<file path="config.mk">
export PLATFORM = sky130hd
export DESIGN_NAME = mxv_cmd_loader
export DESIGN_NICKNAME = d
export VERILOG_FILES = /design/src/rtl/mxv_cmd_loader.sv
export SDC_FILE = /design/constraint.sdc
export NUM_CORES = 1
export LEC_CHECK = 0
export ABC_AREA = 1
export ABC_CLOCK_PERIOD_IN_PS = 13700
export CAP_MARGIN = 20
export CORE_AREA = 4 4 147 149
export CTS_CLUSTER_DIAMETER = 40
export DETAILED_ROUTE_END_ITERATION = 10
export DIE_AREA = 0 0 151 153
export GPL_ROUTABILITY_DRIVEN = 0
export PLACE_DENSITY = 0.7
export SLEW_MARGIN = 20
export SYNTH_ARGS = -nofsm -noshare
export SYNTH_HDL_FRONTEND = slang
export SYNTH_SLANG_ARGS = --single-unit
export TNS_END_PERCENT = 30
</file>
<file path="constraint.sdc">
create_clock -name clk -period 13.7 [get_ports clk]
set_input_delay 4.11 -clock clk [delete_from_list [all_inputs] [get_ports clk]]
set_output_delay 4.11 -clock clk [all_outputs]
set_load 0.01 [all_outputs]
</file>
<file path="src/rtl/mxv_cmd_loader.sv">
`default_nettype none
// ============================================================================
// Module : mxv_cmd_loader
// Desc   : UART command-frame parser; programs N, streams matrix writes,
//          assembles the vector register and issues processor start.
// Rev    : 1.0 - initial release
// ============================================================================
module mxv_cmd_loader #(
  parameter int                DATA_W = 8,
  parameter int                MAX_N  = 8,
  parameter int                IDX_W  = $clog2(MAX_N),
  parameter logic [DATA_W-1:0] SOF    = 8'hFE,
  parameter logic [DATA_W-1:0] EOF    = 8'hEF
) (
  input  logic                    clk,
  input  logic                    rst,
  input  logic [DATA_W-1:0]       rx_data,
  input  logic                    rx_valid,
  input  logic                    proc_busy,
  output logic                    mat_we,
  output logic [IDX_W-1:0]        mat_row,
  output logic [IDX_W-1:0]        mat_col,
  output logic [DATA_W-1:0]       mat_wdata,
  output logic [MAX_N*DATA_W-1:0] vec_o,
  output logic [IDX_W:0]          size_o,
  output logic                    mat_valid,
  output logic                    vec_valid,
  output logic                    start_o,
  output logic                    frame_ok,
  output logic                    frame_err,
  output logic [2:0]              err_code
);

  localparam int c_SZ_W  = IDX_W + 1;
  // Wide enough for N*N+1 and for a zero-extended received byte.
  localparam int c_EXP_W = (2*c_SZ_W + 1 > DATA_W + 1) ? 2*c_SZ_W + 1 : DATA_W + 1;

  localparam logic [DATA_W-1:0] c_CMD_SET_SIZE = DATA_W'(8'h01);
  localparam logic [DATA_W-1:0] c_CMD_START    = DATA_W'(8'h03);
  localparam logic [DATA_W-1:0] c_CMD_LOAD_MAT = DATA_W'(8'h04);
  localparam logic [DATA_W-1:0] c_CMD_LOAD_VEC = DATA_W'(8'h05);

  localparam logic [2:0] c_ERR_LEN0    = 3'd1;
  localparam logic [2:0] c_ERR_CMD     = 3'd2;
  localparam logic [2:0] c_ERR_SIZE    = 3'd3;
  localparam logic [2:0] c_ERR_LEN     = 3'd4;
  localparam logic [2:0] c_ERR_START   = 3'd5;
  localparam logic [2:0] c_ERR_TRAILER = 3'd6;

  typedef enum logic [2:0] {
    S_IDLE    = 3'd0,
    S_LEN     = 3'd1,
    S_CMD     = 3'd2,
    S_PAYLOAD = 3'd3,
    S_TRAIL   = 3'd4
  } state_t;

  state_t                    r_state, w_state_nxt;
  logic [DATA_W-1:0]         r_len, r_cmd, r_rem;
  logic [IDX_W-1:0]          r_row, r_col, r_idx;
  logic [c_SZ_W-1:0]         r_size, r_size_sh;
  logic [MAX_N*DATA_W-1:0]   r_vec, r_vec_sh;
  logic                      r_mat_we, r_mat_valid, r_vec_valid;
  logic [IDX_W-1:0]          r_mat_row, r_mat_col;
  logic [DATA_W-1:0]         r_mat_wdata;
  logic                      r_start, r_frame_ok, r_frame_err;
  logic [2:0]                r_err_code;

  logic                      w_ok, w_err, w_start, w_cmd_known, w_size_bad, w_start_ready;
  logic [2:0]                w_code;
  logic [c_EXP_W-1:0]        w_exp_len;

  always_comb begin
    w_cmd_known = 1'b1;
    w_exp_len   = '0;
    case (rx_data)
      c_CMD_SET_SIZE: w_exp_len = c_EXP_W'(2);
      c_CMD_START:    w_exp_len = c_EXP_W'(1);
      c_CMD_LOAD_MAT: w_exp_len = c_EXP_W'(r_size) * c_EXP_W'(r_size) + c_EXP_W'(1);
      c_CMD_LOAD_VEC: w_exp_len = c_EXP_W'(r_size) + c_EXP_W'(1);
      default:        w_cmd_known = 1'b0;
    endcase
  end

  assign w_size_bad    = (rx_data == '0) || (c_EXP_W'(rx_data) > c_EXP_W'(MAX_N));
  assign w_start_ready = r_mat_valid && r_vec_valid && !proc_busy;

  always_ff @(posedge clk or posedge rst) begin
    if (rst) begin
      r_state <= S_IDLE;
    end else begin
      r_state <= w_state_nxt;
    end
  end

  always_comb begin
    w_state_nxt = r_state;
    w_ok        = 1'b0;
    w_err       = 1'b0;
    w_start     = 1'b0;
    w_code      = '0;
    if (rx_valid) begin
      case (r_state)
        S_IDLE: begin
          if (rx_data == SOF) w_state_nxt = S_LEN;
        end
        S_LEN: begin
          if (rx_data == '0) begin
            w_err       = 1'b1;
            w_code      = c_ERR_LEN0;
            w_state_nxt = S_IDLE;
          end else begin
            w_state_nxt = S_CMD;
          end
        end
        S_CMD: begin
          if (!w_cmd_known) begin
            w_err       = 1'b1;
            w_code      = c_ERR_CMD;
            w_state_nxt = S_IDLE;
          end else if (c_EXP_W'(r_len) != w_exp_len) begin
            w_err       = 1'b1;
            w_code      = c_ERR_LEN;
            w_state_nxt = S_IDLE;
          end else if (r_len == DATA_W'(1)) begin
            w_state_nxt = S_TRAIL;
          end else begin
            w_state_nxt = S_PAYLOAD;
          end
        end
        S_PAYLOAD: begin
          if (r_cmd == c_CMD_SET_SIZE && w_size_bad) begin
            w_err       = 1'b1;
            w_code      = c_ERR_SIZE;
            w_state_nxt = S_IDLE;
          end else if (r_rem == DATA_W'(1)) begin
            w_state_nxt = S_TRAIL;
          end
        end
        S_TRAIL: begin
          w_state_nxt = S_IDLE;
          if (rx_data != EOF) begin
            w_err  = 1'b1;
            w_code = c_ERR_TRAILER;
          end else if (r_cmd == c_CMD_START) begin
            // A successful START reports through start_o alone so the pulses stay exclusive.
            if (w_start_ready) begin
              w_start = 1'b1;
            end else begin
              w_err  = 1'b1;
              w_code = c_ERR_START;
            end
          end else begin
            w_ok = 1'b1;
          end
        end
        default: w_state_nxt = S_IDLE;
      endcase
    end
  end

  always_ff @(posedge clk or posedge rst) begin
    if (rst) begin
      r_len       <= '0;
      r_cmd       <= '0;
      r_rem       <= '0;
      r_row       <= '0;
      r_col       <= '0;
      r_idx       <= '0;
      r_size      <= c_SZ_W'(MAX_N);
      r_size_sh   <= '0;
      r_vec       <= '0;
      r_vec_sh    <= '0;
      r_mat_we    <= 1'b0;
      r_mat_row   <= '0;
      r_mat_col   <= '0;
      r_mat_wdata <= '0;
      r_mat_valid <= 1'b0;
      r_vec_valid <= 1'b0;
      r_start     <= 1'b0;
      r_frame_ok  <= 1'b0;
      r_frame_err <= 1'b0;
      r_err_code  <= '0;
    end else begin
      r_mat_we    <= 1'b0;
      r_frame_ok  <= w_ok;
      r_frame_err <= w_err;
      r_start     <= w_start;
      if (w_err) r_err_code <= w_code;
      if (rx_valid) begin
        case (r_state)
          S_LEN: r_len <= rx_data;
          S_CMD: begin
            r_cmd <= rx_data;
            r_rem <= r_len - DATA_W'(1);
            r_row <= '0;
            r_col <= '0;
            r_idx <= '0;
            if (!w_err) begin
              if (rx_data == c_CMD_LOAD_MAT) r_mat_valid <= 1'b0;
              // Seeding the shadow keeps elements beyond N unchanged on commit.
              if (rx_data == c_CMD_LOAD_VEC) r_vec_sh <= r_vec;
            end
          end
          S_PAYLOAD: begin
            r_rem <= r_rem - DATA_W'(1);
            case (r_cmd)
              c_CMD_SET_SIZE: r_size_sh <= rx_data[IDX_W:0];
              c_CMD_LOAD_MAT: begin
                r_mat_we    <= 1'b1;
                r_mat_row   <= r_row;
                r_mat_col   <= r_col;
                r_mat_wdata <= rx_data;
                if ({1'b0, r_col} == r_size - c_SZ_W'(1)) begin
                  r_col <= '0;
                  r_row <= r_row + IDX_W'(1);
                end else begin
                  r_col <= r_col + IDX_W'(1);
                end
              end
              c_CMD_LOAD_VEC: begin
                r_vec_sh[r_idx*DATA_W +: DATA_W] <= rx_data;
                r_idx <= r_idx + IDX_W'(1);
              end
              default: ;
            endcase
          end
          S_TRAIL: begin
            if (w_ok) begin
              case (r_cmd)
                c_CMD_SET_SIZE: begin
                  r_size      <= r_size_sh;
                  r_mat_valid <= 1'b0;
                  r_vec_valid <= 1'b0;
                end
                c_CMD_LOAD_MAT: r_mat_valid <= 1'b1;
                c_CMD_LOAD_VEC: begin
                  r_vec       <= r_vec_sh;
                  r_vec_valid <= 1'b1;
                end
                default: ;
              endcase
            end
          end
          default: ;
        endcase
      end
    end
  end

  assign mat_we    = r_mat_we;
  assign mat_row   = r_mat_row;
  assign mat_col   = r_mat_col;
  assign mat_wdata = r_mat_wdata;
  assign vec_o     = r_vec;
  assign size_o    = r_size;
  assign mat_valid = r_mat_valid;
  assign vec_valid = r_vec_valid;
  assign start_o   = r_start;
  assign frame_ok  = r_frame_ok;
  assign frame_err = r_frame_err;
  assign err_code  = r_err_code;

endmodule
`default_nettype wire

</file>
==> run_results.csv <==
group,metric,value,unit
routing,wl,26.5,mm
floorplan,die_y,153,µm
final_layout,drive_gt1_share,10.1,%
synth,ys_seq_area_share,49.1,%
pwr,clock_power_share,32.1,%
clocking,cts_tree,"done",
synth,syn_avg_cell_area,8.58,µm²
timing,max_slew_margin,28.7,%
worst_setup_path,cp.arrival,7.52,ns
routing,highest_layer,"met4",
synth,syn_nets,1189,
synth,synth.area.top_cells,"dfrtp_1 49%, nand2_1 14%, mux2_2 7.2%",
timing,rsz0062_at_grt,"no",
timing,skew,0.0145,ns
clocking,clock_latency,0.44,ns
final_layout,diodes,0,
timing,period_share,52.6,%
routing,wl_met1,12.2,mm
routing,avgRoutedWirePerCell,17.4,µm
final_layout,fin_util,57.9,%
global_routing,grt_pass1_wl,43.5,mm
timing,tightest_slew,1.07,ns
synth,syn-cell-area,9950,µm²
outcome,status,"finished clean",
min_path,min_path_type,"reg2reg",
final_layout,area_delta_synth_final,17.4,%
pwr,ir_drop,112,µV
synth,netlist.top_cell.by_area,"dfrtp_1",
worst_setup_path,end_kind,"flip-flop",
synth,synthCells,1160,
routing,vias,8500,
synth,synth_xor_area_share,0.616,%
final_layout,fin_cells,1521,
global_routing,grt_pass1_vias,8148,
clocking,ctsHoldBuffers,0,
synth,synth_cell_types,46,
routing,drc,0,
timing,setup_ws,6.50,ns
synth,synth_simple_gate_area_share,25.9,%
timing,max_freq,0.139,GHz
routing,wl_met2,11.7,mm
timing,setup_tns,0,ns
global_routing,antenna_found_initial,0,
placed_design,post-dp-hpwl,17.9,mm
floorplan,die_w,151,µm
timing,hold_slack,0.468,ns
placed_design,place_inst,1489,
clocking,htree_levels,4,
global_routing,grt_max_degree,115,
floorplan,start_util,49.3,%
routing,drtIter0Drc,1022,
routing,postRouteAntennaNets,0,
routing,drt_first_pass_iters,6,
pwr,intPower,1.03,mW
synth,synth_top_area_share,48.8,%
final_layout,fill_cells,1831,
pwr,p_comb_share,25.5,%
clocking,clockBufferDepth,2,
pwr,power.leakage,5.59,nW
clocking,path_clk_slew,0.07,ns
floorplan,pin_count,103,
clocking,clk_root_buffer_cell,"clkbuf_16",
synth,ys_seq_elements,195,
worst_setup_path,critPathRequiredTime,14.02,ns
clocking,cts_resized,0,
global_routing,grt_usage,23.5,%
synth,synth_top_family_by_area,"simple AND/OR/NAND/NOR gates",
final_layout,fin_nets,1267,
global_routing,grt_overflow,0,
timing,drv_slew,0,
synth,yosysWarnings,0,
clocking,cts_buffers,17,
routing,vias_per_cell,5.59,
clocking,cts.sinks,195,
worst_setup_path,crit_fanout,73,
clocking,cts_setup_buffers,0,
synth,synth_compound_area_share,8.39,%
synth,muxShareOfSynthArea,7.65,%
timing,finalSetupViolations,0,
worst_setup_path,path_class,"in2reg",
pwr,pwr-share-seq,42.4,%
pwr,p_sw,593,µW
placed_design,io_buffers,102,
run,maxCapViolations,0,
timing,period_needed,7.20,ns
floorplan,die_area,23100,µm²
routing,wl_met3,2.03,mm
timing,hold_violations,0,
synth,synthAdderAreaFrac,2.21,%
floorplan,coreArea,20200,µm²
floorplan,rows,52,
pwr,switching_share,36.5,%
worst_setup_path,critPathLaunchType,"primary input",
pwr,power.density,139,nW/µm²
placed_design,post-place-ws,6.13,ns
[registers in the layout (all words and copies together), names as in the netlist]
name       flops
r_vec_sh      64
vec_o         64
mat_wdata      8
r_cmd          8
r_len          8
r_rem          8
r_size_sh      4
size_o         4
err_code       3
mat_col        3
mat_row        3
r_col          3
r_idx          3
r_row          3
r_state        3
frame_err      1
frame_ok       1
mat_valid      1
mat_we         1
start_o        1
vec_valid      1
[critical path, stage by stage]
cell,delay [ns]
clkdlybuf4s50_1,0.68
nor2_1,0.20
nand3_1,0.09
nor2_2,0.40
nand2_1,0.15
nand3_1,0.11
nand2_1,0.05
nor2_1,0.11
nand2_1,0.11
o21bai_2,0.13
nand2_2,0.09
nand3_4,0.53
nand3_1,0.47
nand2_1,0.17
nand2_1,0.07
[synth_stat cells (all sizes together)]
master    n
nor3     27
dfstp     1
o21bai    1
mux2i     4
o311ai    3
a32o      2
a31oi     1
xnor2     1
clkbuf   21
nand2   370
inv      81
o211ai    3
buf      27
a21oi    14
o31ai     1
xor2      6
and3      1
dfrtp   194
fa        1
nand3    43
o22ai     1
ha       16
nor2     61
nand3b    2
a211oi    1
clkinv    1
a221oi    1
or2       2
o21ai   127
nor4      5
mux2     64
nand4    77
[cells in the final DEF, fill, tap and decap left out, drive strengths merged]
cell	instances
o211ai	3
clkinvlp	1
o21bai	1
clkdlybuf4s50	102
bufinv	2
nand2	370
mux2	64
nand4	77
a32o	2
o21ai	127
a221oi	1
fa	1
clkbuf	18
a211oi	1
ha	16
nor4	5
xor2	6
o311ai	3
dfrtp	194
a21oi	14
a31oi	1
buf	5
mux2i	4
o22ai	1
or2	2
nor3	27
nand3b	2
o31ai	1
nor2	61
nand3	43
dfstp	1
clkinv	6
xnor2	1
and3	1
inv	87
[path summary, 6_finish.rpt]
kind | cells after the start | from | to | slack (ns)
setup reg to reg | 11 | r_state[2] | r_vec_sh[23] | 9.71
hold reg to reg | 2 | r_vec_sh[41] | r_vec_sh[41] | 0.47
hold / removal | 2 | r_vec_sh[41] | r_vec_sh[41] | 0.47
setup / recovery | 15 | rx_data[1] | r_vec_sh[29] | 6.50
max in group asynchronous | 3 | rst | r_rem[7] | 8.26
min in group asynchronous | 2 | rst | vec_o[36] | 4.23
[cell type report]
type	count	area, µm²	share of cell area (%)
sequential	195	4880	41.8
timing repair buffer	107	1060	9.09
clock inverter	14	191	1.64
inverter	82	315	2.70
clock buffer	18	429	3.67
multi-input combinational	835	4460	38.2
tap	270	338	2.89
[through the flow]
step / power, mW / instance area [µm²]
2_1_floorplan: 0.993 / 9950
4_1_cts: 1.63 / 11700
3_3_place_gp: 1.10 / 11100
3_5_place_dp: 1.11 / 11100
5_1_grt: 1.72 / 11700
6_report: 1.63 / 11700
[logic make-up (layout without fill, tap and decap cells)]
kind of cell	count (synthesis)	count (layout)
compound gates	155	155
flops	195	195
fa+ha+maj	17	17
mux	68	68
simple gates	588	588
buf+inv	130	221
xor+xnor	7	7
[power by group through the flow]
stage / combinational [mW] / clock (mW) / sequential, mW
floorplan: 0.307 / 0 / 0.686
global placement: 0.401 / 0 / 0.698
global route: 0.466 / 0.556 / 0.698
detailed placement: 0.407 / 0 / 0.699
CTS: 0.410 / 0.530 / 0.689
finish: 0.416 / 0.522 / 0.690
[routing by layer]
layer,track usage [%],vias up
li1,-,4063
met5,0,-
met2,34.5,361
met3,4.56,38
met1,35.8,4038
met4,6.26,0
No activity file was read; power rests on OpenSTA's default activity.
